`config.mk`:
```
export PLATFORM = sky130hd
export DESIGN_NAME = instr_fetch_unit_flat
export DESIGN_NICKNAME = d
export VERILOG_FILES = /design/src/rtl/instr_fetch_if.sv /design/src/rtl/instr_fetch_unit.sv /design/src/flat_wrapper.sv
export SDC_FILE = /design/constraint.sdc
export NUM_CORES = 1
export LEC_CHECK = 0
export ABC_AREA = 0
export CORE_ASPECT_RATIO = 1.1
export CORE_MARGIN = 2
export CORE_UTILIZATION = 32
export DETAILED_ROUTE_END_ITERATION = 6
export SYNTH_ARGS = -nofsm -noshare
export SYNTH_HDL_FRONTEND = slang
export SYNTH_SLANG_ARGS = --single-unit
```
`constraint.sdc`:
```
create_clock -name clk -period 4.52 [get_ports clk]
set_clock_uncertainty 0.15 [all_clocks]
set_input_delay 0.678 -clock clk [delete_from_list [all_inputs] [get_ports clk]]
set_output_delay 0.678 -clock clk [all_outputs]
set_load 0.005 [all_outputs]
```
`src/rtl/instr_fetch_if.sv`:
```
// Fetch-stage bus bundle: instruction-memory request/response plus the IF/ID slot and redirect.
// master = fetch unit, slave = memory / decode side.
interface instr_fetch_if #(
    parameter int ADDR_W = 32
);
    logic              imem_req;
    logic [ADDR_W-1:0] imem_addr;
    logic [31:0]       imem_rdata;
    logic              imem_rvalid;
    logic [31:0]       if_instr;
    logic [ADDR_W-1:0] if_pc_plus4;
    logic              if_valid;
    logic              id_ready;
    logic              redirect_valid;
    logic [ADDR_W-1:0] redirect_target;

    modport master (
        output imem_req, imem_addr, if_instr, if_pc_plus4, if_valid,
        input  imem_rdata, imem_rvalid, id_ready, redirect_valid, redirect_target
    );

    modport slave (
        input  imem_req, imem_addr, if_instr, if_pc_plus4, if_valid,
        output imem_rdata, imem_rvalid, id_ready, redirect_valid, redirect_target
    );
endinterface

```
`src/rtl/instr_fetch_unit.sv`:
```
// Instruction fetch stage: owns the PC, runs a single-outstanding imem handshake and
// holds a one-entry IF/ID slot that is flushed to a bubble on branch/jump redirect.
module instr_fetch_unit #(
    parameter int                ADDR_W   = 32,
    parameter logic [ADDR_W-1:0] RESET_PC = '0,
    parameter logic [31:0]       NOP_WORD = 32'hFC00_0000
) (
    input logic           clk,
    input logic           rst_n,
    instr_fetch_if.master bus
);

    typedef enum logic [1:0] {
        IDLE    = 2'd0,
        FETCH   = 2'd1,
        WAIT_ID = 2'd2,
        DROP    = 2'd3
    } state_t;

    state_t            state;
    logic [ADDR_W-1:0] pc;
    logic [ADDR_W-1:0] pc_inc;
    logic [ADDR_W-1:0] redirect_pc;
    logic [31:0]       instr_q;
    logic [ADDR_W-1:0] pc_plus4_q;
    logic              valid_q;
    logic              req_q;
    logic              unused_target_lsbs;

    assign pc_inc             = pc + ADDR_W'(4);
    assign redirect_pc        = {bus.redirect_target[ADDR_W-1:2], 2'b00};
    assign unused_target_lsbs = ^bus.redirect_target[1:0];

    // NOTE: all state is assigned non-blocking so every register sees pre-edge values,
    // and the async reset branch clears the request before any clock edge arrives.
    always_ff @(posedge clk or negedge rst_n) begin
        if (!rst_n) begin
            state      <= IDLE;
            pc         <= RESET_PC;
            instr_q    <= NOP_WORD;
            pc_plus4_q <= '0;
            valid_q    <= 1'b0;
            req_q      <= 1'b0;
        end else if (bus.redirect_valid) begin
            // Redirect beats every other event; a still-outstanding response must be
            // drained in DROP so it can never be mistaken for the new target's word.
            pc      <= redirect_pc;
            valid_q <= 1'b0;
            instr_q <= NOP_WORD;
            if ((state == FETCH || state == DROP) && !bus.imem_rvalid) begin
                state <= DROP;
                req_q <= 1'b0;
            end else begin
                state <= FETCH;
                req_q <= 1'b1;
            end
        end else begin
            unique case (state)
                IDLE: begin
                    state <= FETCH;
                    req_q <= 1'b1;
                end
                FETCH: begin
                    if (bus.imem_rvalid) begin
                        instr_q    <= bus.imem_rdata;
                        pc_plus4_q <= pc_inc;
                        valid_q    <= 1'b1;
                        pc         <= pc_inc;
                        state      <= WAIT_ID;
                        req_q      <= 1'b0;
                    end
                end
                WAIT_ID: begin
                    if (bus.id_ready) begin
                        valid_q <= 1'b0;
                        instr_q <= NOP_WORD;
                        state   <= FETCH;
                        req_q   <= 1'b1;
                    end
                end
                DROP: begin
                    if (bus.imem_rvalid) begin
                        state <= FETCH;
                        req_q <= 1'b1;
                    end
                end
                default: begin
                    state <= IDLE;
                    req_q <= 1'b0;
                end
            endcase
        end
    end

    assign bus.imem_req    = req_q;
    assign bus.imem_addr   = pc;
    assign bus.if_instr    = instr_q;
    assign bus.if_pc_plus4 = pc_plus4_q;
    assign bus.if_valid    = valid_q;

endmodule

```
`src/flat_wrapper.sv`:
```
// flat-port wrapper written by rule: the top's interface ports become plain ports
module instr_fetch_unit_flat 
#(
    parameter int                ADDR_W   = 32,
    parameter logic [ADDR_W-1:0] RESET_PC = '0,
    parameter logic [31:0]       NOP_WORD = 32'hFC00_0000
)
  (clk, rst_n, bus_imem_req, bus_imem_addr, bus_if_instr, bus_if_pc_plus4, bus_if_valid, bus_imem_rdata, bus_imem_rvalid, bus_id_ready, bus_redirect_valid, bus_redirect_target);
  instr_fetch_if #(.ADDR_W(ADDR_W)) bus_i ();
  input logic clk;
  input logic rst_n;
  output wire logic [$bits(bus_i.imem_req)-1:0] bus_imem_req;
  output wire logic [$bits(bus_i.imem_addr)-1:0] bus_imem_addr;
  output wire logic [$bits(bus_i.if_instr)-1:0] bus_if_instr;
  output wire logic [$bits(bus_i.if_pc_plus4)-1:0] bus_if_pc_plus4;
  output wire logic [$bits(bus_i.if_valid)-1:0] bus_if_valid;
  input wire logic [$bits(bus_i.imem_rdata)-1:0] bus_imem_rdata;
  input wire logic [$bits(bus_i.imem_rvalid)-1:0] bus_imem_rvalid;
  input wire logic [$bits(bus_i.id_ready)-1:0] bus_id_ready;
  input wire logic [$bits(bus_i.redirect_valid)-1:0] bus_redirect_valid;
  input wire logic [$bits(bus_i.redirect_target)-1:0] bus_redirect_target;
  assign bus_imem_req = bus_i.imem_req;
  assign bus_imem_addr = bus_i.imem_addr;
  assign bus_if_instr = bus_i.if_instr;
  assign bus_if_pc_plus4 = bus_i.if_pc_plus4;
  assign bus_if_valid = bus_i.if_valid;
  assign bus_i.imem_rdata = bus_imem_rdata;
  assign bus_i.imem_rvalid = bus_imem_rvalid;
  assign bus_i.id_ready = bus_id_ready;
  assign bus_i.redirect_valid = bus_redirect_valid;
  assign bus_i.redirect_target = bus_redirect_target;
  instr_fetch_unit #(.ADDR_W(ADDR_W), .RESET_PC(RESET_PC), .NOP_WORD(NOP_WORD)) u_core (.clk(clk), .rst_n(rst_n), .bus(bus_i));
endmodule
```
### Word-level counts from Yosys, hierarchy flattened

Cells that the tools add are included.

* $add $sub $neg: 1
* equal/unequal tests: 6
* muxes and demuxes: 22
* bitwise operators: 1
* reduce and logical (&&, ||, !) cells: 11

Operators by type and width (number)
* $mux W32: 6
* $pmux W32 S2: 1
* $add A32 B3 Y32 const B: 1
* $mux W2: 5
* $ne A3 B3 Y1 const B: 3
* $reduce_and A3 Y1: 3
* $pmux W2 S4: 1
* $mux W1: 7
* $eq A2 B2 Y1 const B: 2
* $pmux W1 S4: 1
* $reduce_bool A2 Y1: 2
* $reduce_bool A3 Y1: 1
* $eq A2 B1 Y1 const B: 1
* $logic_not A2 Y1: 1
* $pmux W1 S2: 1
* $reduce_and A2 Y1: 1
* $logic_and A1 B1 Y1: 1
* $logic_not A1 Y1: 1
* $logic_or A1 B1 Y1: 1
* $not A1 Y1: 1

* register bits after elaboration: 100
* bits of input ports: 69
* output and inout bits: 98
* logic and storage cells: 47

### Longest topological paths before layout

Gate-level depths: netlist of the first run.

* depth in word-level cells: 5
* gate-level depth with buffers: 7
* mapped depth without buffers: 5

### Worst setup path before layout of the first run

No wires, ideal clock.

* kind: register to register
* from: register u_core.pc[2] (netlist: u_core.bus.imem_addr[2])
* to: register u_core.pc[22] (netlist: u_core.bus.imem_addr[22])
* data arrival time: 2085 ps
* data required time: 4288 ps
* path slack: 2203 ps
* stages on the path, launching flop included: 7
* clock period less this slack: 2317 ps
* path through: dfrtp_1 -> ha_1 -> nand3_2 -> or4_4 -> buf_6 -> or4_1 -> a31oi_1

* cells in the longest elaborated chain, start to end: 4

Ends and longest elaborated chain
* start: declaration: RTL line instr_fetch_unit.sv:21 `logic [ADDR_W-1:0] pc;`
* start signal: assignment: RTL line instr_fetch_unit.sv:47 `pc <= redirect_pc;`
* start signal: assignment: RTL line instr_fetch_unit.sv:68 `pc <= pc_inc;`
* $add A32 B3 Y32: RTL line instr_fetch_unit.sv:30 `assign pc_inc = pc + ADDR_W'(4);`
* $mux W32: RTL line instr_fetch_unit.sv:64 `if (bus.imem_rvalid) begin`
* $mux W32: RTL line instr_fetch_unit.sv:58 `unique case (state)`
* $mux W32: RTL line instr_fetch_unit.sv:44 `end else if (bus.redirect_valid) begin`

Every way passes these cells. The select of a mux whose other input is x is not followed.
A chain may end at the register's enable or synchronous reset.

### Worst setup path after layout of the first run

* from: input port bus_imem_rvalid
* to: register u_core.pc[18] (netlist: u_core.bus.imem_addr[18])

* cells in the longest elaborated chain, start to end: 2

Ends and longest elaborated chain
* start: declaration: RTL line flat_wrapper.sv:18 `input wire logic [$bits(bus_i.imem_rvalid)-1:0] bus_imem_rvalid;`
* $reduce_bool A2 Y1 (no source line)
* $reduce_and A2 Y1 (no source line)

Every way passes these cells.

==> out/results.env, run 1 <==
CTSHOLDBUFFERS=0
TOTALWIRELENGTH_UM=13600
YOSYS.AREA_SHARE.ADDER_PCT=0.266
WORST_HOLD_PATH_TYPE='in -> async'
CORE_AREA_MM2=0.0144
SYNTHESIS.AREA_MM2=0.00471
ARRIVAL_NS=2.98
SETUP_VIOLATIONS=0
GP_ROUTABILITY_CONGESTION=0.774
CRITPATHMAXFANOUT=13
DOMINANT_COMBINATIONAL_CELL_FAMILY_BY_AREA_AFTER_SYNTHESIS='simple AND/OR/NAND/NOR gates'
WIRE_PER_INST_UM=16.7
H-TREE-DEPTH=3
GRTUSAGETOTAL_PCT=17.7
POWERDENSITY_mW_PER_MM2=393
IO_PINS=167
PORTBUFFERS=160
ANTENNA_FOUND_INITIAL=0
CTSLONGESTPATHBUFFERS=2
SETUP_TNS_NS=0
CRITICAL-PATH-TOP-DELAY-FAMILY='simple AND/OR/NAND/NOR gates'
ENDPOINT_KIND='flop'
SYNTH_MUX_AREA_SHARE_PCT=0.212
LAYOUT.CORE_UTILIZATION_PCT=46.8
WORST_R2R_ENDPOINT='u_core.bus.imem_addr[30]'
GRT_PASS1_VIAS=4069
POSTSYNTHCELLCOUNT=478
WORST-PATH-BUF-INV=1
CLOCK-ROOT-BUFFER='clkbuf_16'
SETUP_REPAIR_AFTER_GLOBAL_ROUTING_MISSED_ITS_MARGIN='false'
POST-CTS-SETUP-BUFFERS=0
COMMONEST_CELLS_AFTER_ROUTING_FILL_AND_TAPS_ASIDE='159 x clkdlybuf4s50_1, 90 x dfrtp_1, 58 x nand2_1, 43 x o21ai_0, 32 x nor2_1'
NUMBER_OF_CELL_ROWS=46
WORST_SETUP_PATH_START_KIND='input port'
AVGVIACOUNTPERCELL=5.09
GRT_FIRST_PASS_WIRELENGTH_UM=22100
PATH_CELLS='clkdlybuf4s50_1, and3b_1, nand3_1, or3_2, a31oi_1'
RR_STARTPOINT='u_core.bus.imem_addr[6]'
CHIPHEIGHT_UM=131
WORST_SETUP_HOLD_PATH_CLK_SLEW_NS=0.07
YS_TYPES=52
FINAL_ROUTED_DRC_VIOLATION_TOTAL=0
STATUS='finished, final reports clean'
DIODES=0
CTS_INSERTED_BUFFERS=9
TOTAL_PLACED_CELLS_INCLUDING_TAP_CELLS=798
SYNTH_XOR_AREA_SHARE_PCT=4.83
FMAX_MHz=350
DETAILEDROUTE.FIRSTITERATIONVIOLATIONS=232
FINALHOLDWORSTSLACK_NS=0.283
CLK_LATENCY_NS=0.35
TRITONCTS_CLOCK_TREE='built'
FP.DIEAREA_MM2=0.0157
LAYOUT_COMMONEST_CELL='clkdlybuf4s50_1'
REPORT.FINAL.SLEW_VIOL_COUNT=0
CELLLEAKAGEPOWER_nW=2.62
AREA_DELTA_SYNTH_FINAL_PCT=43.0
FINALHOLDVIOLCOUNT=0
SYNTH_SIMPLE_GATE_AREA_SHARE_PCT=20.6
FINALCRITICALPERIOD_NS=2.86
MAX_STAGE_DELAY_NS=0.60
NUM_VIAS=4146
INTERNAL_REG_TO_REG_SETUP_SLACK_NS=1.91
DIE_X_UM=120
TIMING.CRITICAL_PATH.REQUIRED_NS=4.64
CAP_VIOLATIONS=0
IR_WORST_VDD_uV=164
CLOCK_SINKS=96
FINAL_NETS=687
SYNTH_COMPOUND_GATE_AREA_SHARE_PCT=17.6
OVERFLOW=0
DRIVE_GT1_SHARE_PCT=6.59
YOSYS_WARNINGS=0
CTS_RESIZED=0
ROUTE.ANTENNA.REMAINING_NETS=0
SLEW_HEADROOM_PCT=37.5
DRTPASS1ITERATIONS=4
SLOWEST_STAGE='and3b_1'
WORST_R2R_PATH_DEPTH=4
INITIAL_CORE_UTIL_PCT=32.7
PATH_CLASS='in -> reg'
HPWLAFTERDP_UM=9630
FINAL.FILL_COUNT=1365
MAX_SLEW.WORST_PIN.SLEW_NS=0.938
FINISH.CELL_COUNT_WITHOUT_FILLERS=814
GRT_MAX_DEGREE=73
POST_SYNTH.CELL_AREA_AVG_UM2=9.86
YOSYS_REGISTER_BITS=96
FIN_CRIT_SH_PCT=63.2
SYNTH_SEQUENTIAL_AREA_RATIO_PCT=51.1
per-stage QoR:
step	power (mW)	cell area (um2)	worst slack, ns
final	2.65	6740	1.66
after global routing	2.81	6740	1.49
after CTS	2.70	6740	1.67
after detailed placement	1.80	6390	1.30
after global placement	1.79	6390	1.32
after floorplan	1.36	4720	2.20
worst register-to-register path, delay by kind of cell, from the launching register on:
family           cells  cell delay, ns
flip-flops           1            0.56
AND/OR/NAND/NOR      4            1.83
how the worst max path moves through the flow:
stage / from / to / slack [ns] / depth (start not counted)
after floorplan: u_core.bus.imem_addr[2] / u_core.bus.imem_addr[22] / 2.20 / 6
after global placement: bus_imem_rvalid / u_core.bus.imem_addr[18] / 1.32 / 5
after detailed placement: bus_imem_rvalid / u_core.bus.if_pc_plus4[24] / 1.30 / 7
after CTS: bus_imem_rvalid / u_core.bus.imem_addr[18] / 1.67 / 5
after global routing: bus_imem_rvalid / u_core.bus.if_pc_plus4[31] / 1.49 / 7
final: bus_imem_rvalid / u_core.bus.imem_addr[18] / 1.66 / 5
area by class of cell:
class | count | area, um2 | area share (%)
Clock buffer | 9 | 225 | 3.34
Clock inverter | 7 | 120 | 1.78
Inverter | 4 | 15.0 | 0.223
Multi-Input combinational cell | 340 | 2080 | 30.9
Sequential cell | 96 | 2410 | 35.8
Tap cell | 192 | 240 | 3.57
Timing Repair Buffer | 166 | 1640 | 24.4
cells in the mapped netlist (all sizes together):
master | number | area (um2)
dfrtp | 90 | 2250
nand2 | 58 | 218
o21ai | 43 | 215
nor2 | 33 | 124
clkbuf | 29 | 139
a22o | 26 | 228
nand3 | 22 | 115
a31oi | 21 | 131
xnor2 | 18 | 158
or4 | 16 | 124
o31ai | 14 | 105
nand4 | 12 | 87.6
buf | 11 | 81.3
or3 | 11 | 70.1
nor3 | 8 | 40.0
xor2 | 8 | 70.1
and4 | 6 | 53.8
dfstp | 6 | 158
o22a | 6 | 52.6
o211ai | 5 | 37.5
inv | 4 | 15.0
nor2b | 4 | 25.0
nor4 | 4 | 25.0
a22oi | 3 | 22.5
and3 | 3 | 20.0
a311o | 2 | 20.0
nand3b | 2 | 15.0
a21o | 1 | 7.51
and2 | 1 | 6.26
and3b | 1 | 8.76
conb | 1 | 3.75
dlymetal6s2s | 1 | 12.5
ha | 1 | 12.5
mux2i | 1 | 10.0
nand2b | 1 | 6.26
nand4bb | 1 | 11.3
nor3b | 1 | 7.51
nor4b | 1 | 8.76
o31a | 1 | 8.76
or2 | 1 | 6.26
flip-flops by register name (all words and copies together) (netlist names):
signal / flops
u_core.bus.if_instr: 32
u_core.bus.if_pc_plus4: 30
u_core.bus.imem_addr: 30
u_core.state: 2
u_core.bus.if_valid: 1
u_core.bus.imem_req: 1
kinds of logic (layout without fill, tap and decap cells):
| kind of cell | Yosys count | count (layout) |
|---|---|---|
| DFF | 96 | 96 |
| muxes | 1 | 1 |
| other | 1 | 4 |
| buffers and inverters | 45 | 186 |
| xor gates and xnor gates | 26 | 26 |
| adders and majority gates | 1 | 1 |
| AOI/OAI and AO/OA | 122 | 122 |
| and+or+nand+nor | 186 | 186 |
routing by layer:
layer / wire length, um / part of all wire, % / GRT usage, %
met3: 846 / 6.2 / 3.69
met5: 0 / 0 / 0
met2: 6510 / 48 / 28.3
met4: 131 / 0.96 / 6.73
met1: 6140 / 45 / 23.5
power by group:
| group | total, mW | switching [mW] | leakage [nW] | internal, mW |
|---|---|---|---|---|
| clock network | 0.878 | 0.337 | 0.166 | 0.541 |
| registers | 1.12 | 0.121 | 1.17 | 1.00 |
| logic | 0.647 | 0.255 | 1.28 | 0.392 |
| total | 2.65 | 0.713 | 2.62 | 1.94 |
Note: power is estimated with default switching activity, not from simulation.
==> run 2: changes to the inputs <==
==> constraint.sdc (replaced) <==
create_clock -name clk -period 2.5 [get_ports clk]
set_clock_uncertainty 0.15 [all_clocks]
set_input_delay 0.375 -clock clk [delete_from_list [all_inputs] [get_ports clk]]
set_output_delay 0.375 -clock clk [all_outputs]
set_load 0.005 [all_outputs]
==> run 2 against run 1 <==
Global-route usage is essentially flat. First-iteration DRC count fell by 13%. Via count grew 3.1%. Die area unchanged. Sequential share of layout area is 0.66 points lower. Core utilization grew 0.89 points. Wire length rose by 2.0%. Sequential power is 79% higher.
==> out/results.env, run 2 (same netlist as run 1, synthesis figures left out) <==
FINAL_NETS=706  # was 687
FINAL_ROUTED_DRC_VIOLATION_TOTAL=0  # unchanged
AVGVIACOUNTPERCELL=5.13  # was 5.09
FMAX_MHz=436
FINISH.CELL_COUNT_WITHOUT_FILLERS=833  # was 814
MULTI_INPUT_AREA_MM2=0.00208  # unchanged
STATUS='finished, final reports clean'  # unchanged
CTSLONGESTPATHBUFFERS=2  # unchanged
WORST_SETUP_PATH_START_KIND='flop'  # was input port
TRITONCTS_CLOCK_TREE='built'  # unchanged
DRIVE_GT1_SHARE_PCT=8.89  # was 6.59%
HPWLAFTERDP_UM=9910  # was 9630 um
CRITPATHMAXFANOUT=11  # was 13
AREA_DELTA_SYNTH_FINAL_PCT=45.7  # was 43.0%
TOTAL_PLACED_CELLS_INCLUDING_TAP_CELLS=816  # was 798
CLOCK-ROOT-BUFFER='clkbuf_16'  # unchanged
ROUTE.ANTENNA.REMAINING_NETS=0  # unchanged
WIRE_PER_INST_UM=16.7  # about the same
GRT_FIRST_PASS_WIRELENGTH_UM=22200  # was 22,100 um
CORE_AREA_MM2=0.0144  # unchanged
DIODES=0  # unchanged
SLOWEST_STAGE='or4_4'  # was and3b_1
POWERDENSITY_mW_PER_MM2=680  # was 393 mW/mm2
GRT_MAX_DEGREE=51  # was 73
MAX_REG_FLOPS=32  # unchanged
CELLLEAKAGEPOWER_nW=2.69  # was 2.62 nW
TOTALWIRELENGTH_UM=13900  # was 13,600 um
SLEW_HEADROOM_PCT=55.1  # was 37.5%
FIN_CRIT_SH_PCT=91.7
FINALHOLDWORSTSLACK_NS=0.328  # was 0.283 ns
CLK_LATENCY_NS=0.35  # about the same
NUM_VIAS=4275  # was 4,146
OVERFLOW=0  # unchanged
DETAILEDROUTE.FIRSTITERATIONVIOLATIONS=202  # was 232
GRT_PASS1_VIAS=4186  # was 4,069
CLOCK_SINKS=96  # unchanged
INITIAL_CORE_UTIL_PCT=32.7  # unchanged
WORST_HOLD_PATH_TYPE='reg -> reg'  # was in -> async
DRTPASS1ITERATIONS=4  # unchanged
REPORT.FINAL.SLEW_VIOL_COUNT=0  # unchanged
POST-CTS-SETUP-BUFFERS=0  # unchanged
FINALCRITICALPERIOD_NS=2.29
GP_ROUTABILITY_CONGESTION=0.759  # was 0.774
WORST_SETUP_HOLD_PATH_CLK_SLEW_NS=0.07  # about the same
FP.DIEAREA_MM2=0.0157  # unchanged
PORTBUFFERS=160  # unchanged
MAX_STAGE_DELAY_NS=0.59  # was 0.60 ns
CRITICAL-PATH-TOP-DELAY-FAMILY='simple AND/OR/NAND/NOR gates'  # unchanged
NUMBER_OF_CELL_ROWS=46  # unchanged
GRTUSAGETOTAL_PCT=17.7  # about the same
MAX_SLEW.WORST_PIN.SLEW_NS=0.674  # was 0.938 ns
DIE_X_UM=120  # unchanged
IR_WORST_VDD_uV=306  # was 164 uV
CHIPHEIGHT_UM=131  # unchanged
ENDPOINT_KIND='flop'  # unchanged
PATH_CLASS='reg -> reg'  # was in -> reg
FINAL.FILL_COUNT=1371  # was 1,365
ANTENNA_FOUND_INITIAL=0  # unchanged
LAYOUT_COMMONEST_CELL='clkdlybuf4s50_1'  # unchanged
WORST-PATH-BUF-INV=0  # was 1
CTS_RESIZED=0  # unchanged
COMMONEST_CELLS_AFTER_ROUTING_FILL_AND_TAPS_ASIDE='159 x clkdlybuf4s50_1, 90 x dfrtp_1, 58 x nand2_1, 43 x o21ai_0, 32 x nor2_1'  # unchanged
PATH_CELLS='ha_1, nand3_2, or4_4, or4_1, a31oi_1'  # was clkdlybuf4s50_1, and3b_1, nand3_1, or3_2, a31oi_1
CAP_VIOLATIONS=0  # unchanged
SETUP_VIOLATIONS=0  # unchanged
FINALHOLDVIOLCOUNT=0  # unchanged
REGAREA_MM2=0.00241  # unchanged
SETUP_TNS_NS=0  # unchanged
IO_PINS=167  # unchanged
CTS_INSERTED_BUFFERS=9  # unchanged
SETUP_REPAIR_AFTER_GLOBAL_ROUTING_MISSED_ITS_MARGIN='false'  # unchanged
ARRIVAL_NS=2.42  # was 2.98 ns
TIMING.CRITICAL_PATH.REQUIRED_NS=2.62  # was 4.64 ns
H-TREE-DEPTH=3  # unchanged
[run 2: cell types whose count changed in the layout (fill, tap and decap cells not counted), moves of 2 or more]
cell and change:
buf_12 +2, buf_4 +16, bufinv_16 -2, clkbuf_1 +2
clkbuf_8 +2, clkinv_4 -2
[run 2: timing repair]
item                                    4_1_cts  5_1_grt
endpoints found under the setup margin        0        0
hold buffers                                  1        0
hold endpoints to repair                     48        0
[run 2: power by group]
group | internal (mW) | switching (mW) | total [mW] | leakage, nW
Clock | 0.830 | 0.592 | 1.42 | 0.146
Combinational | 0.739 | 0.496 | 1.24 | 1.38
Sequential | 1.81 | 0.200 | 2.01 | 1.17
Total | 3.38 | 1.29 | 4.67 | 2.69
[run 2: metrics by stage]
| step | total power [mW] | instance area [um2] | utilization [%] | worst slack (ns) |
|---|---|---|---|---|
| after floorplan | 2.46 | 4720 | - | 0.183 |
| after global placement | 3.27 | 6550 | 45.5 | 0.220 |
| after detailed placement | 3.29 | 6550 | 45.5 | 0.198 |
| after CTS | 4.73 | 6870 | 47.7 | 0.197 |
| after global routing | 4.93 | 6870 | 47.7 | 0.0483 |
| final | 4.67 | 6870 | 47.7 | 0.208 |
[run 2: worst register-to-register path, stage by stage (launching register included)]
cell and delay (ns):
dfrtp_1 0.42, ha_1 0.27, nand3_2 0.11, or4_4 0.59, or4_1 0.50, a31oi_1 0.17
[run 2: final cells by class]
type / count / area share, %
Sequential cell: 96 / 35.1
Multi-Input combinational cell: 340 / 30.3
Timing Repair Buffer: 185 / 26.4
Clock buffer: 13 / 3.79
Tap cell: 192 / 3.50
Clock inverter: 3 / 0.620
Inverter: 4 / 0.219
[run 2: metal layers]
layer  global-route usage [%]  vias up  part of all wire [%]
met1                     23.1     2064                    45
met2                     28.8      140                    47
li1                         -     2058                     -
met5                        0        -                     0
met4                     6.01        0                   1.3
met3                     4.04       13                   6.4
[run 2: worst paths after layout]
kind	slack, ns	cells past startpoint	startpoint	to
hold / removal	0.33	2	u_core.bus.if_pc_plus4[13]	u_core.bus.if_pc_plus4[13]
max in group asynchronous	1.02	3	rst_n	u_core.bus.if_instr[30]
min in group asynchronous	0.45	2	rst_n	u_core.bus.if_instr[10]
setup / recovery	0.21	5	u_core.bus.imem_addr[3]	u_core.bus.imem_addr[20]
setup reg to reg	0.21	5	u_core.bus.imem_addr[3]	u_core.bus.imem_addr[20]
hold reg to reg	0.33	2	u_core.bus.if_pc_plus4[13]	u_core.bus.if_pc_plus4[13]
==> patch 1: new RTL, config.mk and constraints of run 2 <==
The 4 states of `state_t` get a one-hot encoding in 4 bits.
--- a/src/rtl/instr_fetch_unit.sv
+++ b/src/rtl/instr_fetch_unit.sv
@@ -11,9 +11,9 @@
 );
 
-    typedef enum logic [1:0] {
-        IDLE    = 2'd0,
-        FETCH   = 2'd1,
-        WAIT_ID = 2'd2,
-        DROP    = 2'd3
+    typedef enum logic [3:0] {
+        IDLE    = 4'b0001,
+        FETCH   = 4'b0010,
+        WAIT_ID = 4'b0100,
+        DROP    = 4'b1000
     } state_t;
 
Function: same outputs for any inputs over 4 cycles, from zero or initial values and one cycle with rst_n low; so few cycles prove little.
==> patch 1 against run 2 <==
Cell area rose by 4.8%; combinational power grew 69%; wire length up 9.9%; sequential cell count grew 2; area after synthesis rose by 5.3%; cell count rose by 4.2%; global-route usage grew 0.92 points; utilization fell by 0.12 points; hold slack about the same; setup slack worse by 0.012 ns; total power grew 26%; highest routed layer unchanged.
==> patch 1: results (changes against run 2) <==
status:
  run_status: "complete, no violations"
worst_setup_path:
  crit_fanout: 8  # -3
  worstSetupStartpoint: "u_core.bus.imem_addr[2]"
place:
  cell_total_after_placement: 851  # +4.3%
  gp_congestion: 0.778  # +2.5%
route:
  dr_wl_met2_um: 7330  # +11%
  routedLengthMet1_um: 6670  # +7.2%
  drt_first_iter_violations: 262  # +30%
  num_vias: 4646  # +8.7%
  dr_wl_met3_um: 1050  # +17%
global_route:
  groute.layer.met2.usage_pct: 31.4  # +2.6 points
  grtUsageTotal_pct: 18.6  # +0.92 points
  grt_start_max_net_pins: 55  # +7.8%
  wire_length_of_the_first_global_routing_pass_um: 24000  # +8.0%
layout:
  nMultiInputCombCells: 357  # +5.0%
  num-nets-final: 737  # +4.4%
  clock_tree_area_fraction_pct: 4.21  # -0.20 points
  layout.buffer.nonclock.area_share_pct: 26.5  # +0.048 points
  final_layout_size_suffix_gt1_share_pct: 10.6  # +1.7 points
  seq-cell-share_pct: 34.2  # -0.89 points
yosys:
  synth-adder-area-share_pct: 0.252  # -0.013 points
  synth.mux.area_fraction_pct: 0.202  # -0.011 points
  synth_top_cells_by_count: "sky130_fd_sc_hd__dfrtp_1 (91), sky130_fd_sc_hd__nand2_1 (42), sky130_fd_sc_hd__nor2_1 (36), sky130_fd_sc_hd__o21ai_0 (30)"
  synth_area_per_cell_um2: 9.80  # -0.54%
power_and_ir_drop:
  power.net_switching_uw: 1870  # +45%
timing:
  max_slew.worst_pin.slew_ns: 1.25  # +0.576 ns
[patch 1: cell count changes in the layout (fill, tap and decap cells not counted), sizes merged, moves of 4 or more]
cell           run 2  this run
a21oi              0         5
buf               25        37
nand4             12        20
o31ai             14        19
xor2               8        12
o21ai             43        38
a31oi             21        27
clkbuf            13         9
xnor2             18         8
nand2             58        42
or4               16        27
[patch 1: worst min-delay path by stage]
stage / from / endpoint / slack (ns) / cells after the start
2_1_floorplan: rst_n / u_core.bus.if_instr[0] / -0.07 / 0
6_report: u_core.bus.if_pc_plus4[3] / u_core.bus.if_pc_plus4[3] / 0.33 / 2
4_1_cts: u_core.bus.if_pc_plus4[3] / u_core.bus.if_pc_plus4[3] / 0.33 / 2
3_5_place_dp: rst_n / u_core.bus.if_instr[7] / 0.19 / 1
5_1_grt: u_core.bus.if_pc_plus4[25] / u_core.bus.if_pc_plus4[25] / 0.36 / 2
3_3_place_gp: rst_n / u_core.bus.if_instr[4] / 0.18 / 1
==> patch 2: new RTL, settings of run 2 <==
Without the edit above. `ADDR_W` is set to 32 in 3 places; all go to 64.
--- a/src/rtl/instr_fetch_if.sv
+++ b/src/rtl/instr_fetch_if.sv
@@ -2,5 +2,5 @@
 // master = fetch unit, slave = memory / decode side.
 interface instr_fetch_if #(
-    parameter int ADDR_W = 32
+    parameter int ADDR_W = 64
 );
     logic              imem_req;
--- a/src/rtl/instr_fetch_unit.sv
+++ b/src/rtl/instr_fetch_unit.sv
@@ -2,5 +2,5 @@
 // holds a one-entry IF/ID slot that is flushed to a bubble on branch/jump redirect.
 module instr_fetch_unit #(
-    parameter int                ADDR_W   = 32,
+    parameter int                ADDR_W   = 64,
     parameter logic [ADDR_W-1:0] RESET_PC = '0,
     parameter logic [31:0]       NOP_WORD = 32'hFC00_0000
--- a/src/flat_wrapper.sv
+++ b/src/flat_wrapper.sv
@@ -2,5 +2,5 @@
 module instr_fetch_unit_flat 
 #(
-    parameter int                ADDR_W   = 32,
+    parameter int                ADDR_W   = 64,
     parameter logic [ADDR_W-1:0] RESET_PC = '0,
     parameter logic [31:0]       NOP_WORD = 32'hFC00_0000
Interface: changed (resized bus_if_pc_plus4, bus_imem_addr and bus_redirect_target); port bits go from 167 to 263. No check against the original RTL was run, so the function may have changed too.
==> patch 2 against run 2 <==
Sequential cell count up 64; cell area up 91%; area after synthesis up 84%; setup slack worse by 0.16 ns; sequential share of layout area down 4.4 points; utilization up 1.2 points; combinational power up 94%; total power up 80%; wire length up 130%; critical path type unchanged; critical endpoint is now u_core.bus.if_pc_plus4[54].
==> patch 2: results (changes against run 2) <==
power_and_ir_drop:
  comb_power_share_pct: 28.6  # +2.2 points
  power.net_switching_uw: 2550  # +98%
  power.clock.total_uw: 2620  # +85%
  p_leak_uw: 0.00513  # +91%
  ir_drop_mv: 0.365  # +19%
hold_path:
  hold_depth: 3  # +1
  worst_hold_path.endpoint: "u_core.bus.imem_addr[5]"
  launch_instance_of_the_worst_min_delay_path: "bus_redirect_valid"
place:
  io_buffer_count: 256  # +60%
  gp_congestion: 0.909  # +20%
yosys:
  number_of_cells_produced_by_synthesis: 969  # +100%
  synth_top_cells_by_count: "sky130_fd_sc_hd__dfrtp_1 (154), sky130_fd_sc_hd__nand2_1 (146), sky130_fd_sc_hd__o21ai_0 (98), sky130_fd_sc_hd__clkbuf_1 (74), sky130_fd_sc_hd__xnor2_1 (59)"
global_route:
  wire_length_of_the_first_global_routing_pass_um: 49200  # +120%
  grt_util_met3_pct: 4.59  # +0.56 points
  grt_pass1_vias: 8539  # +100%
  grt_start_max_net_pins: 70  # +37%
cts:
  clk-insertion-delay-late_ns: 0.43  # +0.08 ns
  cts_made_buffers: 17  # +8
  ctsResizeCount: 4  # +4
layout:
  final_layout_size_suffix_gt1_share_pct: 15.3  # +6.4 points
  num-nets-final: 1387  # +96%
worst_setup_path:
  worstSetupStartpoint: "u_core.bus.imem_addr[29]"
  worstReg2RegEnd: "u_core.bus.if_pc_plus4[54]"
  timing.critical_path.arrival_ns: 2.65  # +0.23 ns
route:
  num_vias: 8662  # +100%
timing:
  finalHoldWorstSlack_ns: 0.262  # -0.0666 ns
status:
  run_status: "complete, no violations"
-- patch 2: worst max-delay path by stage --
stage,to,slack [ns],depth (start not counted)
6_report,u_core.bus.if_pc_plus4[54],0.05,5
2_1_floorplan,u_core.bus.if_pc_plus4[54],-0.11,8
5_1_grt,u_core.bus.if_pc_plus4[54],-0.01,5
3_3_place_gp,u_core.bus.imem_addr[52],-0.16,7
3_5_place_dp,u_core.bus.imem_addr[52],-0.1,7
4_1_cts,u_core.bus.imem_addr[51],-0.01,5
-- patch 2: layer usage --
| metal | up-vias | routed length, µm |
|---|---|---|
| li1 | 4109 | - |
| met1 | 4170 | 13600 |
| met2 | 338 | 15600 |
| met3 | 45 | 1980 |
| met4 | 0 | 838 |
| met5 | - | 0 |
-- patch 2: logic make-up (layout without fill, tap and decap cells) --
group / Yosys count / after routing / synth area share [%]
AOI/OAI and AO/OA: 173 / 173 / 12.4
and+or+nand+nor: 438 / 438 / 26.5
buffers and inverters: 98 / 424 / 4.70
muxes: 9 / 9 / 1.05
DFF: 160 / 160 / 46.2
other: 1 / 5 / 0.0432
adders and majority gates: 1 / 1 / 0.144
xor gates and xnor gates: 89 / 89 / 8.97
-- patch 2: worst min-delay path: cells and delay by family --
kind            cells  cell delay (ns)
buf+inv             1             0.25
simple gates        1             0.10
compound gates      1             0.07
-- patch 2: area by class of cell --
| cell class | count | area (µm²) | area share [%] |
|---|---|---|---|
| repair buffers | 386 | 3660 | 28.0 |
| flip-flops and latches | 160 | 4020 | 30.7 |
| diodes | 1 | 2.50 | 0.0191 |
| clock inverters | 14 | 151 | 1.16 |
| multi-input cells | 714 | 4370 | 33.3 |
| inverters | 6 | 22.5 | 0.172 |
| clock buffers | 18 | 429 | 3.28 |
| well taps | 357 | 447 | 3.41 |
